===== src/rtl/fetch_pkg.sv =====
`default_nettype none
// ============================================================================
// fetch_pkg : fetch-stage state encoding and halt/reset constants
// Rev 1.0
// ============================================================================
package fetch_pkg;

  typedef enum logic [2:0] {
    S_REQ  = 3'd0,
    S_WAIT = 3'd1,
    S_OUT  = 3'd2,
    S_HALT = 3'd3,
    S_ERR  = 3'd4
  } fetch_state_e;

  localparam logic [31:0] HALT_INSTR_DEFAULT = 32'hFC00_0000;
  localparam logic [31:0] RESET_PC_DEFAULT   = 32'h0000_0000;

endpackage
`default_nettype wire


===== src/rtl/fetch_unit.sv =====
`default_nettype none
// ============================================================================
// fetch_unit : one-request-at-a-time instruction fetch between PC and decode
// Rev 1.0
// ============================================================================
module fetch_unit
  import fetch_pkg::*;
#(
  parameter logic [31:0] HALT_INSTR = HALT_INSTR_DEFAULT,
  parameter logic [31:0] RESET_PC   = RESET_PC_DEFAULT
) (
  input  logic        clk,
  input  logic        rst,
  input  logic [31:0] pc_in,
  output logic        pc_hold,
  output logic        imem_req,
  output logic [31:0] imem_addr,
  input  logic        imem_gnt,
  input  logic        imem_rvalid,
  input  logic [31:0] imem_rdata,
  output logic        instr_valid,
  input  logic        instr_ready,
  output logic [31:0] instr,
  output logic [31:0] instr_pc,
  output logic        halted,
  output logic        misalign_err
);

  fetch_state_e r_state;
  logic [31:0]  r_instr;
  logic [31:0]  r_instr_pc;
  logic         r_valid;
  logic         r_halted;
  logic         r_misalign;

  logic w_pc_aligned;
  logic w_accept_next;

  assign w_pc_aligned = (pc_in[1:0] == 2'b00);

  always_ff @(posedge clk) begin
    if (!rst) begin
      r_state    <= S_REQ;
      r_instr    <= '0;
      r_instr_pc <= RESET_PC;
      r_valid    <= 1'b0;
      r_halted   <= 1'b0;
      r_misalign <= 1'b0;
    end else begin
      case (r_state)
        S_REQ: begin
          if (!w_pc_aligned) begin
            r_state    <= S_ERR;
            r_misalign <= 1'b1;
          end else if (imem_gnt) begin
            r_instr_pc <= pc_in;
            r_state    <= S_WAIT;
          end
        end
        S_WAIT: begin
          if (imem_rvalid) begin
            r_instr <= imem_rdata;
            r_valid <= 1'b1;
            r_state <= S_OUT;
          end
        end
        S_OUT: begin
          if (instr_ready) begin
            r_valid <= 1'b0;
            if (r_instr == HALT_INSTR) begin
              r_halted <= 1'b1;
              r_state  <= S_HALT;
            end else begin
              r_state <= S_REQ;
            end
          end
        end
        S_HALT, S_ERR: begin
          r_state <= r_state;
        end
        default: begin
          r_state <= S_REQ;
        end
      endcase
    end
  end

  // Reset gating keeps the PC frozen and memory idle while rst is held low.
  assign w_accept_next = rst && (r_state == S_OUT) && instr_ready
                         && (r_instr != HALT_INSTR);

  assign pc_hold      = !w_accept_next;
  assign imem_req     = rst && (r_state == S_REQ) && w_pc_aligned;
  assign imem_addr    = pc_in;
  assign instr_valid  = r_valid;
  assign instr        = r_instr;
  assign instr_pc     = r_instr_pc;
  assign halted       = r_halted;
  assign misalign_err = r_misalign;

endmodule
`default_nettype wire


===== config.mk =====
export PLATFORM = sky130hd
export DESIGN_NAME = fetch_unit
export DESIGN_NICKNAME = d
export VERILOG_FILES = /design/src/rtl/fetch_pkg.sv /design/src/rtl/fetch_unit.sv
export SDC_FILE = /design/constraint.sdc
export NUM_CORES = 1
export LEC_CHECK = 0
export ABC_AREA = 1
export BUFFER_PORTS_ARGS = -buffer_cell sky130_fd_sc_hd__buf_2
export CAP_MARGIN = 20
export CORE_AREA = 2 2 85 87
export CTS_CLUSTER_DIAMETER = 30
export DETAILED_ROUTE_END_ITERATION = 16
export DIE_AREA = 0 0 87 89
export PLACE_DENSITY_LB_ADDON = 0.25
export SLEW_MARGIN = 20
export SYNTH_ARGS = -nofsm -noshare
export SYNTH_HDL_FRONTEND = slang
export SYNTH_SLANG_ARGS = --single-unit

===== constraint.sdc =====
create_clock -name clk -period 1.5 [get_ports clk]
set_input_delay 0.15 -clock clk [delete_from_list [all_inputs] [get_ports clk]]
set_output_delay 0.15 -clock clk [all_outputs]
set_load 0.005 [all_outputs]

==> impl_metrics.yaml, run 1 <==
sta:
  slew_violations: 0
  tns_ns: 0
  finalCriticalPeriod_ns: 1.49
  finalSetupViolCount: 0
  finalHoldViolCount: 0
  rsz0062_at_grt: "true"
  max-slew-margin-rel: 0.739
  fin_crit_sh: 0.992
  setup_slack_ns: 0.0125
  hold_ws_ns: 0.0545
  tightest_slew_ns: 0.391
  skew_ns: 0.00713
  fmax_mhz: 672
worst_setup_path:
  cp-startpoint: "instr[14]$_SDFFE_PN0P_"
  start_kind: "register"
  reg2reg_from: "r_state[1]$_SDFFE_PN0P_"
  crit_fanout: 2
  critPathRequiredTime_ns: 1.35
  worstPathArrival_ns: 1.34
  endpoint_kind: "primary output"
  critical_path_class: "reg2out"
  r2r_cells: 10
clocking:
  cts.sinks: 70
  cts_tree: "done"
  cts_buffers: 9
  h-tree-depth: 3
  clock-root-buffer: "clkbuf_8"
  clock_latency_ns: 0.34
  postCtsHoldBufs: 0
  clkTransAtPathRegs_ns: 0.07
  cts_buffer_depth: 2
logic_synthesis:
  avgSynthCellArea_sq_um: 7.53
  ys_types: 23
  yosys_warnings: 0
  yosys.area.top_type: "dfxtp_1"
  syn_nets: 461
  yosysTopAreaCellShare: 0.475
  synth_area_leaders: "dfxtp_1 47%, nor2_1 9.8%, o21ai_1 9.7%"
  synthCells: 392
  ys_seq_area_frac: 0.475
  syn_area_sq_um: 2950
  ys_ff_latch: 70
min_path:
  hold_class: "in2reg"
  hold_depth: 3
  hold_path_startpoint: "pc_in[14]"
power:
  swShare: 0.240
  power_frac_seq: 0.448
  p_total_mw: 4.43
  power_frac_comb: 0.132
  p_per_area_nw_per_um2: 1130
  clockPowerShare: 0.420
  switchingPower_mw: 1.06
  p_int_mw: 3.37
  ir_worst_vdd_uv: 686
  p_leak_nw: 1.99
final_layout:
  finalInstanceArea_sq_um: 3930
  drive_gt1_frac: 0.409
  nets: 599
  post-route-util: 0.585
  area_delta_synth_final_pct: 33.2
  layout.cells.non_filler: 615
  antennaDiodeCount: 0
grt:
  grtUsageTotal: 0.179
  grt_max_degree: 44
  grt_first_pass_wirelength_mm: 10.9
  grt_antenna_before_repair: 0
  grt-ovfl-total: 0
  grt_pass1_vias: 2518
placement:
  portBuffers: 169
  pre_cts_ws_ns: 0.135
  gp_congestion: 0.749
  dp_hpwl_mm: 5.38
  dp.cells: 597
  place_area_sq_um: 3630
detailed_routing:
  ant_nets: 0
  vias: 2874
  routed_via_density: 4.67
  routedWlPerCell_um: 11.7
  wl_mm: 7.19
  drtIter0Drc: 149
  dr.pass1.iters: 4
  drcViolationCount: 0
die:
  fp.dieArea_sq_um: 7740
  die_w_um: 87
  core_sq_um: 6720
  rows: 30
  ios: 170
  start_util: 0.439
  die_h_um: 89
flow_run:
  cap_viol_max_count: 0
run_status:
  status: "finished clean"
[power groups by stage]
| stage | logic (mW) | clock network, mW | registers (mW) |
|---|---|---|---|
| 3_5_place_dp | 0.558 | 0 | 2.03 |
| 3_3_place_gp | 0.552 | 0 | 2.02 |
| 6_report | 0.584 | 1.86 | 1.98 |
| 5_1_grt | 0.659 | 1.99 | 1.99 |
| 4_1_cts | 0.565 | 1.91 | 1.98 |
| 2_1_floorplan | 0.333 | 0 | 2.03 |
[critical path: stages (launching register included)]
cell	delay [ns]
dfxtp_1	0.31
inv_1	0.08
nand2_2	0.07
nor2_4	0.10
nand2_2	0.07
nor2_4	0.12
nand2_1	0.06
nand4_1	0.07
buf_2	0.12
[cell usage in the layout (no fill, tap or decap), types with 4 or more instances in the layout]
cell type | netlist | layout
buf_4 | 32 | 7
nor2_1 | 77 | 72
o21ai_1 | 57 | 57
nand2_1 | 43 | 40
nor2_2 | 3 | 6
inv_2 | 3 | 6
nand3_1 | 8 | 8
inv_1 | 31 | 28
a21oi_1 | 35 | 35
buf_2 | 7 | 169
dfxtp_1 | 70 | 68
clkbuf_8 | 0 | 10
o21ai_0 | 4 | 4
nand2_2 | 1 | 4
[worst paths after layout]
kind	to	slack, ns
max reg2reg	r_state[1]$_SDFFE_PN0P_	0.11
min reg2reg	instr_pc[0]$_SDFFE_PN0P_	0.43
max	pc_hold	0.01
min	instr_pc[14]$_SDFFE_PN0P_	0.05
[synth_stat cells, drive strengths merged]
cell / count
nor2: 81
buf: 45
o21ai: 61
dfxtp: 70
nand3: 8
nand2: 45
o21a: 1
nand4: 1
nor3: 1
a21oi: 37
clkbuf: 7
inv: 35
[what timing repair did]
item                       CTS  global route
setup endpoints to repair    1             3
pin swaps                    0             5
setup buffers                0             2
gates resized for setup      2            14
[layer usage]
layer | vias up | GRT usage | routed length (um) | part of all wire
met5 | - | 0 | 0 | 0
met4 | 0 | 0.0639 | 92 | 0.013
met3 | 8 | 0.0720 | 679 | 0.094
met1 | 1248 | 0.203 | 2940 | 0.41
li1 | 1495 | - | - | -
met2 | 123 | 0.305 | 3480 | 0.48
[cell type report]
type	count	area [sq um]
fill	642	2790
timing repair buffer	179	958
sequential	70	1410
inverter	35	134
tap	80	100
multi-input combinational	235	1080
clock buffer	11	141
clock inverter	5	106
[kinds of logic after synthesis]
group                  share of synthesized area
flip-flops                                 0.475
AND/OR/NAND/NOR                            0.186
buffers and inverters                      0.168
AO/OA/AOI/OAI                              0.171
[flip-flops by register name (all words and copies together), names as in the netlist]
| name | cells |
|---|---|
| misalign_err | 1 |
| instr | 32 |
| halted | 1 |
| instr_pc | 32 |
| instr_valid | 1 |
| r_state | 3 |
(Power assumes the default switching activity.)
==> inputs of run 2 (changes only) <==
--- a/config.mk
+++ b/config.mk
@@ -13,6 +13,7 @@
 export DETAILED_ROUTE_END_ITERATION = 16
 export DIE_AREA = 0 0 87 89
 export PLACE_DENSITY_LB_ADDON = 0.25
+export SETUP_SLACK_MARGIN = 0.15
 export SLEW_MARGIN = 20
 export SYNTH_ARGS = -nofsm -noshare
 export SYNTH_HDL_FRONTEND = slang
==> run 2 against run 1 <==
Effect of this change: final cell count grew 0.33%; global-route usage up 0.058 points; worst hold slack lost 0.0033 ns; critical path depth unchanged; first-iteration DRC count shrank 17%; maximum frequency is 0.53% lower; sequential power about the same; die area unchanged.
==> impl_metrics.yaml, run 2 (synthesized netlist as in run 1, its figures left out) <==
run_status:
  status: "finished clean"
detailed_routing:
  met3_wirelength_um: 671
  met2WireLength_mm: 3.70
  m1WireLength_mm: 3.00
  highest_layer: "met4"
  ant_nets: 0
  dr.pass1.iters: 4
  drcViolationCount: 0
  vias: 2925
  routed_via_density: 4.74
  wl_mm: 7.47
  drtIter0Drc: 124
  routedWlPerCell_um: 12.1
die:
  die_h_um: 89
  core_sq_um: 6720
  start_util: 0.439
  die_w_um: 87
  rows: 30
  ios: 170
  fp.dieArea_sq_um: 7740
clocking:
  h-tree-depth: 3
  cts_tree: "done"
  cts_buffers: 9
  clock_latency_ns: 0.34
  clkTransAtPathRegs_ns: 0.08
  clock-root-buffer: "clkbuf_8"
  cts.sinks: 70
  cts_buffer_depth: 2
worst_setup_path:
  crit_fanout: 2
  endpoint_kind: "primary output"
  critPathRequiredTime_ns: 1.35
  worstPathArrival_ns: 1.35
  critical_path_class: "reg2out"
  start_kind: "register"
sta:
  slew_violations: 0
  fin_crit_sh: 0.997
  hold_ws_ns: 0.0513
  finalSetupViolCount: 0
  fmax_mhz: 669
  finalHoldViolCount: 0
  skew_ns: 0.00756
  rsz0062_at_grt: "true"
  finalCriticalPeriod_ns: 1.50
  max-slew-margin-rel: 0.753
  tns_ns: 0
  tightest_slew_ns: 0.371
min_path:
  hold_class: "in2reg"
final_layout:
  fill_cells: 640
  area_delta_synth_final_pct: 36.4
  final_cell_mix: "169 x buf_2, 72 x nor2_1, 67 x dfxtp_1"
  layout_commonest_cell: "buf_2"
  nets: 601
  antennaDiodeCount: 0
  drive_gt1_frac: 0.417
power:
  p_total_mw: 4.46
  ir_worst_vdd_uv: 688
  p_leak_nw: 2.03
  p_per_area_nw_per_um2: 1110
grt:
  grt-ovfl-total: 0
  grtUsageTotal: 0.180
  grt_max_degree: 44
  grt_pass1_vias: 2541
  grt_first_pass_wirelength_mm: 10.9
  grt_antenna_before_repair: 0
placement:
  gp_congestion: 0.749
  dp_hpwl_mm: 5.38
  portBuffers: 169
flow_run:
  cap_viol_max_count: 0
==> run 2: path summary, 6_finish.rpt <==
check	start	end	slack (ns)	cells past startpoint
min reg2reg	instr_pc[0]$_SDFFE_PN0P_	instr_pc[0]$_SDFFE_PN0P_	0.43	2
min	pc_in[14]	instr_pc[14]$_SDFFE_PN0P_	0.05	3
max	instr[14]$_SDFFE_PN0P_	pc_hold	0.005	8
max reg2reg	r_state[1]$_SDFFE_PN0P_	r_state[1]$_SDFFE_PN0P_	0.22	9
==> run 2: critical path, stage by stage, from the launching register on <==
cell and delay, ns:
dfxtp_1 0.31, inv_1 0.08, nand2_2 0.07, nor2_4 0.11, nand2_2 0.08, nor2_4 0.12
nand2_1 0.05, nand4_1 0.07, buf_2 0.12
==> run 2: layout make-up <==
class	instances	area (sq um)	area share
timing repair buffer	181	1020	0.253
multi-input combinational	235	1110	0.276
inverter	35	136	0.0339
sequential	70	1410	0.350
clock buffer	11	141	0.0351
clock inverter	5	106	0.0264
tap	80	100	0.0249
==> run 2: metal layers <==
layer	track usage	vias to the layer above
met3	0.0720	8
met2	0.307	120
met4	0.0639	0
li1	-	1501
met1	0.203	1296
met5	0	-
==> run 2: stage by stage <==
stage	setup WS [ns]	instances	utilization	area (sq um)
2_1_floorplan	0.323	392	-	2950
3_3_place_gp	0.198	597	0.541	3630
3_5_place_dp	0.135	597	0.541	3630
4_1_cts	-0.0465	614	0.580	3900
5_1_grt	-0.141	617	0.599	4030
6_report	0.00464	617	0.599	4030
==> run 2: timing repair <==
action	4_1_cts	5_1_grt
setup endpoints to repair	26	58
setup buffers	1	1
resized for setup	5	22
pin swaps	1	4
gates cloned	0	2
hold buffers	0	0
==> run 2: report_power, final <==
group | internal [mW] | total [mW] | switching [mW]
clock | 1.15 | 1.87 | 0.719
sequential | 1.94 | 1.99 | 0.0473
combinational | 0.285 | 0.604 | 0.319
total | 3.38 | 4.46 | 1.08
==> inputs of run 3 (changes only) <==
--- a/config.mk
+++ b/config.mk
@@ -8,10 +8,10 @@
 export ABC_AREA = 1
 export BUFFER_PORTS_ARGS = -buffer_cell sky130_fd_sc_hd__buf_2
 export CAP_MARGIN = 20
-export CORE_AREA = 2 2 85 87
+export CORE_AREA = 2 2 83 85
 export CTS_CLUSTER_DIAMETER = 30
 export DETAILED_ROUTE_END_ITERATION = 16
-export DIE_AREA = 0 0 87 89
+export DIE_AREA = 0 0 85 87
 export PLACE_DENSITY_LB_ADDON = 0.25
 export SETUP_SLACK_MARGIN = 0.15
 export SLEW_MARGIN = 20
==> constraint.sdc (replaced) <==
create_clock -name clk -period 1.8 [get_ports clk]
set_input_delay 0.18 -clock clk [delete_from_list [all_inputs] [get_ports clk]]
set_output_delay 0.18 -clock clk [all_outputs]
set_load 0.005 [all_outputs]
==> run 3 against run 2 <==
Effect of this change: die area shrank 4.5%; register-to-register slack gained 0.14 ns; clock-buffer cell count is the same; final cell count shrank 0.81%; wire length shrank 5.7%; largest cell class unchanged.
==> impl_metrics.yaml, run 3 (synthesized netlist as in run 1, its figures left out) <==
clocking:
  clock_latency_ns: 0.33
  cts_buffers: 9
  clock-root-buffer: "clkbuf_8"
  post-cts-setup-buffer-count: 0
  clkTransAtPathRegs_ns: 0.08
  h-tree-depth: 3
  postCtsHoldBufs: 0
  cts_tree: "done"
  cts.sinks: 70
  cts_buffer_depth: 2
final_layout:
  drive_gt1_frac: 0.412
  nets: 596
  fill_cells: 615
  layout_commonest_cell: "buf_2"
  antennaDiodeCount: 0
  area_delta_synth_final_pct: 31.9
  finalInstanceArea_sq_um: 3890
  final_cell_mix: "169 x buf_2, 72 x nor2_1, 68 x dfxtp_1"
die:
  ios: 170
  rows: 30
  die_w_um: 85
  start_util: 0.449
  die_h_um: 87
  core_sq_um: 6570
  fp.dieArea_sq_um: 7400
min_path:
  hold_class: "in2reg"
grt:
  grt_pass1_vias: 2541
  grt_antenna_before_repair: 0
  grt-ovfl-total: 0
  grt_first_pass_wirelength_mm: 11.3
  grt_max_degree: 43
  grtUsageTotal: 0.190
power:
  p_per_area_nw_per_um2: 939
  p_leak_nw: 1.97
  ir_worst_vdd_uv: 500
placement:
  place_area_sq_um: 3630
  gp_congestion: 0.772
  portBuffers: 169
  dp_hpwl_mm: 5.23
sta:
  finalCriticalPeriod_ns: 1.55
  skew_ns: 0.00541
  rsz0062_at_grt: "false"
  finalHoldViolCount: 0
  fmax_mhz: 645
  fin_crit_sh: 0.861
  slew_violations: 0
  max-slew-margin-rel: 0.733
  tns_ns: 0
  tightest_slew_ns: 0.401
  finalSetupViolCount: 0
run_status:
  status: "finished clean"
worst_setup_path:
  r2r_setup_slack_ns: 0.36
  start_kind: "register"
  critPathRequiredTime_ns: 1.62
  crit_fanout: 2
  worstPathArrival_ns: 1.37
  endpoint_kind: "primary output"
  critical_path_class: "reg2out"
detailed_routing:
  dr.pass1.iters: 4
  wl_mm: 7.05
  ant_nets: 0
  drcViolationCount: 0
  routedWlPerCell_um: 11.5
  drtIter0Drc: 85
  routed_via_density: 4.62
  vias: 2827
flow_run:
  cap_viol_max_count: 0
==> run 3: cell type report <==
cell class	instances	area (sq um)	share of cell area
Sequential cell	70	1400	0.361
Multi-Input combinational cell	235	1070	0.275
Timing Repair Buffer	176	936	0.240
Clock buffer	11	141	0.0363
Inverter	35	134	0.0344
Clock inverter	5	106	0.0273
Tap cell	80	100	0.0257
==> run 3: what timing repair did <==
action	CTS	global route
gates resized for setup	0	16
endpoints found under the hold margin	0	0
setup endpoints to repair	0	1
==> run 3: layer usage <==
metal	up-vias	wire [um]	global-route usage
met2	117	3330	0.320
met1	1211	3010	0.232
li1	1491	-	-
met5	-	0	0
met3	8	600	0.0512
met4	0	102	0.0750
==> run 3: power breakdown <==
| group | total (mW) | internal (mW) | switching [mW] | leakage (nW) |
|---|---|---|---|---|
| Clock | 1.53 | 0.961 | 0.574 | 0.120 |
| Combinational | 0.466 | 0.217 | 0.249 | 1.28 |
| Sequential | 1.66 | 1.62 | 0.0398 | 0.569 |
| Total | 3.66 | 2.79 | 0.862 | 1.97 |
==> run 3: worst paths after layout <==
path	startpoint	to	depth (start not counted)
setup / recovery	instr[14]$_SDFFE_PN0P_	pc_hold	8
hold / removal	pc_in[15]	instr_pc[15]$_SDFFE_PN0P_	3
setup reg to reg	r_state[2]$_SDFFE_PN0P_	instr_pc[28]$_SDFFE_PN0P_	8
hold reg to reg	instr_pc[0]$_SDFFE_PN0P_	instr_pc[0]$_SDFFE_PN0P_	2
==> run 3: through the flow <==
step / power (mW) / hold slack, ns / worst slack [ns] / cells / util
after floorplan: 1.97 / 0.329 / 0.623 / 392 / -
final: 3.66 / 0.0864 / 0.250 / 612 / 0.593
after global routing: 3.84 / 0.0853 / 0.146 / 612 / 0.593
after detailed placement: 2.15 / 0.425 / 0.367 / 596 / 0.552
after global placement: 2.14 / 0.418 / 0.434 / 596 / 0.552
after CTS: 3.69 / 0.0752 / 0.174 / 612 / 0.590
==> run 3: critical path, stage by stage (launching register included) <==
cell and delay (ns):
dfxtp_1 0.33, inv_2 0.06, nand2_2 0.04, nor2_2 0.11, nand2_1 0.08, nor2_2 0.15, nand2_1 0.07, nand4_1 0.08
buf_2 0.12
